`src/rtl/counter_pkg.sv`:
```
`default_nettype none
// ============================================================================
// Module      : counter_pkg
// Description : Shared direction/mode encodings and the load clipping helper
//               for the parametrised up/down counter.
// Revision    : 1.0 - initial release
// ============================================================================
package counter_pkg;

    // Direction encodings for the 'up' input
    localparam logic DIR_DOWN  = 1'b0;
    localparam logic DIR_UP    = 1'b1;

    // Boundary-behaviour encodings for the 'sat_mode' input
    localparam logic MODE_WRAP = 1'b0;
    localparam logic MODE_SAT  = 1'b1;

    // Clamp a requested load value to the terminal count. Operands are carried
    // at 32 bits so one helper serves every counter width up to 32.
    function automatic logic [31:0] clip_to_max(input logic [31:0] val,
                                                 input logic [31:0] max_val);
        return (val > max_val) ? max_val : val;
    endfunction

endpackage : counter_pkg
`default_nettype wire

```
`src/rtl/param_updown_counter_dff_bank.sv`:
```
`default_nettype none
// ============================================================================
// Module      : dff_bank
// Description : WIDTH-bit D flip-flop bank with synchronous active-low reset
//               to RST_VAL. Holds the counter value; all next-state decisions
//               are made by the instantiating module.
// Revision    : 1.0 - initial release
// ============================================================================
module dff_bank #(
    parameter int WIDTH   = 8,
    parameter int RST_VAL = 0
) (
    input  logic             clk,
    input  logic             rst,
    input  logic [WIDTH-1:0] i_d,
    output logic [WIDTH-1:0] o_q
);

    localparam logic [WIDTH-1:0] c_rst_val = WIDTH'(RST_VAL);

    logic [WIDTH-1:0] r_q;

    // Capture the next value every edge; reset (low) forces the reset value
    always_ff @(posedge clk) begin
        if (!rst) begin
            r_q <= c_rst_val;
        end else begin
            r_q <= i_d;
        end
    end

    assign o_q = r_q;

endmodule : dff_bank
`default_nettype wire

```
`src/rtl/param_updown_counter.sv`:
```
`default_nettype none
// ============================================================================
// Module      : param_updown_counter
// Description : Parametrised up/down counter spanning 0..MAX_VAL with
//               parallel load, count enable, wrap or saturate at the limits,
//               a registered wrap pulse and zero-latency limit flags.
//               Optional feature macro: CNT_OVF_STICKY_EN enables the sticky
//               overflow/underflow flag; without it ovf_sticky reads 0.
// Revision    : 1.0 - initial release
// ============================================================================
module param_updown_counter
    import counter_pkg::*;
#(
    parameter int WIDTH   = 8,
    parameter int MAX_VAL = (1 << WIDTH) - 1,
    parameter int RST_VAL = 0
) (
    input  logic             clk,
    input  logic             rst,
    input  logic             en,
    input  logic             up,
    input  logic             sat_mode,
    input  logic             load,
    input  logic [WIDTH-1:0] load_val,
    input  logic             clr_ovf,
    output logic [WIDTH-1:0] q,
    output logic             wrap,
    output logic             at_max,
    output logic             at_zero,
    output logic             ovf_sticky
);

    localparam logic [WIDTH-1:0] c_max  = WIDTH'(MAX_VAL);
    localparam logic [WIDTH-1:0] c_zero = '0;
    localparam logic [WIDTH-1:0] c_one  = WIDTH'(1);

    logic [WIDTH-1:0] w_q;
    logic [WIDTH-1:0] w_q_next;
    logic [WIDTH-1:0] w_load_clip;
    logic             w_wrap_next;
    logic             w_boundary;
    logic             w_is_max;
    logic             w_is_zero;
    logic             r_wrap;

    // Count value storage
    dff_bank #(
        .WIDTH   (WIDTH),
        .RST_VAL (RST_VAL)
    ) u_dff_bank (
        .clk (clk),
        .rst (rst),
        .i_d (w_q_next),
        .o_q (w_q)
    );

    assign w_is_max    = (w_q == c_max);
    assign w_is_zero   = (w_q == c_zero);
    assign w_load_clip = WIDTH'(clip_to_max(32'(load_val), 32'(MAX_VAL)));

    // Next count: load beats enable; limits are compared against MAX_VAL so
    // a non-power-of-two modulus never relies on natural binary rollover.
    always_comb begin
        w_q_next    = w_q;
        w_wrap_next = 1'b0;
        w_boundary  = 1'b0;
        if (load) begin
            w_q_next = w_load_clip;
        end else if (en) begin
            if (up == DIR_UP) begin
                if (w_is_max) begin
                    w_boundary = 1'b1;
                    if (sat_mode == MODE_WRAP) begin
                        w_q_next    = c_zero;
                        w_wrap_next = 1'b1;
                    end
                end else begin
                    w_q_next = w_q + c_one;
                end
            end else begin
                if (w_is_zero) begin
                    w_boundary = 1'b1;
                    if (sat_mode == MODE_WRAP) begin
                        w_q_next    = c_max;
                        w_wrap_next = 1'b1;
                    end
                end else begin
                    w_q_next = w_q - c_one;
                end
            end
        end
    end

    // One-cycle wrap pulse aligned with the wrapped count value
    always_ff @(posedge clk) begin
        if (!rst) begin
            r_wrap <= 1'b0;
        end else begin
            r_wrap <= w_wrap_next;
        end
    end

`ifdef CNT_OVF_STICKY_EN
    logic r_ovf;

    // Sticky boundary flag: a boundary event in the same cycle as a clear
    // keeps the flag set so no event is ever lost.
    always_ff @(posedge clk) begin
        if (!rst) begin
            r_ovf <= 1'b0;
        end else if (w_boundary) begin
            r_ovf <= 1'b1;
        end else if (clr_ovf) begin
            r_ovf <= 1'b0;
        end
    end

    assign ovf_sticky = r_ovf;
`else
    // Feature disabled: flag tied low; clear input and event term are unused
    logic w_unused_ovf;
    assign w_unused_ovf = clr_ovf ^ w_boundary;
    assign ovf_sticky   = 1'b0;
`endif

    assign q       = w_q;
    assign wrap    = r_wrap;
    assign at_max  = w_is_max;
    assign at_zero = w_is_zero;

endmodule : param_updown_counter
`default_nettype wire

```
`config.mk`:
```
export PLATFORM = sky130hd
export DESIGN_NAME = param_updown_counter
export DESIGN_NICKNAME = d
export VERILOG_FILES = /design/src/rtl/counter_pkg.sv /design/src/rtl/param_updown_counter_dff_bank.sv /design/src/rtl/param_updown_counter.sv
export SDC_FILE = /design/constraint.sdc
export NUM_CORES = 1
export LEC_CHECK = 0
export CAP_MARGIN = 20
export CORE_MARGIN = 2
export CORE_UTILIZATION = 50
export CTS_CLUSTER_DIAMETER = 40
export DETAILED_ROUTE_END_ITERATION = 10
export PLACE_DENSITY = 0.95
export SLEW_MARGIN = 20
export SYNTH_ARGS = -nofsm -noshare
export SYNTH_HDL_FRONTEND = slang
export SYNTH_HIERARCHICAL = 1
export SYNTH_SLANG_ARGS = --single-unit
```
`constraint.sdc`:
```
create_clock -name clk -period 3.6 [get_ports clk]
set_input_delay 0.72 -clock clk [delete_from_list [all_inputs] [get_ports clk]]
set_output_delay 0.72 -clock clk [all_outputs]
set_load 0.02 [all_outputs]
```
==> flow_summary.ini <==
[synthesis]
syn_area_um2 = 987.2
ys_seq_area_share_pct = 18.25
top_cell_types_by_occurrence_after_synthesis = nand2_1, a21oi_1, clkbuf_1, nor2_1
post_synth_inst_count = 141
synth_top_cell_by_area = dfxtp_1
synthArstFlopShare_pct = 0
synthesized_nets = 159
post-synth-top-area-fraction_pct = 18.25
post_synth_main_area_contributors = dfxtp_1, and2_1, a21oi_1
synth.yosys.warnings = 6
synth_cell_type_count = 47
synth-seq-cells = 9
synth_edf_count = 0
yosysMostFrequentCell = nand2_1
syn-mean-instance-area_um2 = 7.001
top_flip_flop_cell_by_instance_count_after_synthesis = dfxtp_1

[global_route]
grt.total_usage_pct = 23.58
grt_overflow = 0
grt_start_max_net_pins = 18
wire_length_of_the_first_global_routing_pass_um = 4381
number_of_antenna_violations_at_the_first_check_in_global_routing = 0
vias_in_the_first_global_route = 1011

[drt]
postRouteWirelength_um = 2777
drt_drc_violations_left = 0
dr.first_iter.drc_count = 68
post_drt_via_cell_ratio = 6.462
wl_per_cell_um = 15.09
vias = 1189
first_pass_iters = 5
antenna_left = 0

[worst_setup_path]
timing_worst_setup_path_type = flip-flop to primary output
critical_path_sink_type = primary output
worstSetupStartpointType = flip-flop
required_ns = 2.88
crit_path_max_fanout = 8
crit_arrival_ns = 2.38

[clocking]
postCtsSetupRepairBufs = 0
clk_latency_ns = 0.27
cts_hold_buffers = 0
cts.sinks = 9
resized_cells_post_cts = 0
tritoncts.num_buffers = 3
clk_transition_reported_paths_ns = 0.06
h-tree-depth = 1
cts_root_buffer = clkbuf_4
cts_max_path_buffers = 2
tritoncts = done

[placed_design]
io_buf_count = 24
gpl.final_weighted_congestion = 0.9345
place.detailed.hpwl_um = 1907

[die]
ios = 27
placementRows = 16
core-area_mm2 = 0.001902
initial_core_utilization_pct = 51.91
die_width_um = 48.44
total_die_area_mm2 = 0.002346
fp.dieH_um = 48.44

[sta]
worst-slew-pin-transition_ns = 0.6082
setup_violations = 0
max_freq_mhz = 322.3
slew_viol_final = 0
post-route-min-period_ns = 3.102
worst_slew_margin_rel_pct = 59.33
hold_viol = 0
worst_clock_skew_ns = 0.001145
grt_setup_unrepaired = no
timing.final.crit_share_pct = 86.18
final.setup.tns_ns = 0

[run_status]
run_status = finished clean

[layout]
drive_above_1_share_pct = 7.006
finish.net_count = 176
layout-area-overhead-vs-synth_pct = 25.60
multi_input_comb_area_um2 = 733.2
regArea_um2 = 180.2
fill_cells = 149
diodes = 0

[job]
maxCapViolations = 0

[power]
power_per_cell_area_mw_per_mm2 = 284.7
power.ir.vdd_worst_v = 0.0001571
power_leakage_nw = 0.4318
totalPowerFinal_uw = 353.0

[hold_path]
holdCritPathClass = flip-flop to flip-flop
-- final timing paths --
path,from,endpoint,slack [ns],cells past startpoint
max,u_dff_bank/o_q[1],at_zero,0.50,6
min,u_dff_bank/o_q[3],u_dff_bank/o_q[3],0.80,4
max reg2reg,u_dff_bank/o_q[0],u_dff_bank/o_q[2],1.34,9
min reg2reg,u_dff_bank/o_q[3],u_dff_bank/o_q[3],0.80,4
-- cells in the final DEF (no fill, tap or decap), drive strengths merged, types with 2 or more instances in the layout --
cell | netlist | routed
dfxtp | 9 | 9
nand4 | 2 | 2
nor3 | 6 | 6
a311o | 2 | 2
o21ai | 5 | 5
and3 | 2 | 2
ha | 3 | 3
nand3 | 6 | 6
or3 | 2 | 2
a22oi | 2 | 2
clkdlybuf4s50 | 0 | 24
a211oi | 2 | 2
a21oi | 11 | 11
inv | 5 | 5
nand2b | 3 | 3
a311oi | 3 | 3
a31oi | 5 | 5
clkbuf | 10 | 4
and2 | 9 | 9
mux2i | 3 | 3
nor2 | 11 | 11
o211ai | 3 | 3
a2111oi | 2 | 2
nor2b | 2 | 2
nand2 | 14 | 14
-- cell type report --
cell class / count / share of cell area (%)
Clock buffer: 4 / 2.119
Inverter: 5 / 1.514
Multi-Input combinational cell: 114 / 59.13
Sequential cell: 9 / 14.53
Tap cell: 27 / 2.725
Timing Repair Buffer: 25 / 19.98
-- power breakdown --
group / internal [mW] / switching [mW]
Sequential: 0.107 / 0.0229
Clock: 0.0428 / 0.0366
Combinational: 0.0697 / 0.0742
Total: 0.219 / 0.134
-- registers in the layout (all words and copies together) (netlist names) --
signal,cells
wrap,1
u_dff_bank/o_q,8
-- cells by family (layout without fill, tap and decap cells) --
family | Yosys count | after routing | share of synthesized area [%]
compound gates | 44 | 44 | 30.67
simple gates | 62 | 62 | 35.24
fa+ha+maj | 3 | 3 | 3.803
flops | 9 | 9 | 18.25
buf+inv | 18 | 34 | 7.478
mux | 4 | 4 | 4.183
other cells | 1 | 1 | 0.3799
-- critical path, cell delays in order (launching register included) --
cell and delay [ns]:
dfxtp_1 0.41, inv_1 0.15, ha_1 0.18, nor4b_2 0.33
nand2_1 0.27, inv_2 0.15, clkdlybuf4s50_1 0.61
-- routing by layer --
metal | GRT usage (%) | up-vias | part of all wire (%)
met5 | 0 | - | 0
met4 | 15.71 | 0 | 3.7
met3 | 3.086 | 15 | 11
met2 | 39.58 | 89 | 44
met1 | 28.13 | 534 | 41
li1 | - | 551 | -
-- per-stage QoR --
| stage | hold slack [ns] | setup slack (ns) | std cells | util (%) | cell area, um^2 |
|---|---|---|---|---|---|
| 2_1_floorplan | 0.8364 | 1.361 | 141 | - | 987.2 |
| 3_3_place_gp | 0.7749 | 0.8874 | 180 | 63.82 | 1214 |
| 5_1_grt | 0.8826 | 0.3576 | 184 | 65.20 | 1240 |
| 3_5_place_dp | 0.7755 | 0.8510 | 180 | 63.82 | 1214 |
| 6_report | 0.8014 | 0.4976 | 184 | 65.20 | 1240 |
| 4_1_cts | 0.7991 | 0.5430 | 184 | 65.20 | 1240 |
(Power assumes the default switching activity.)
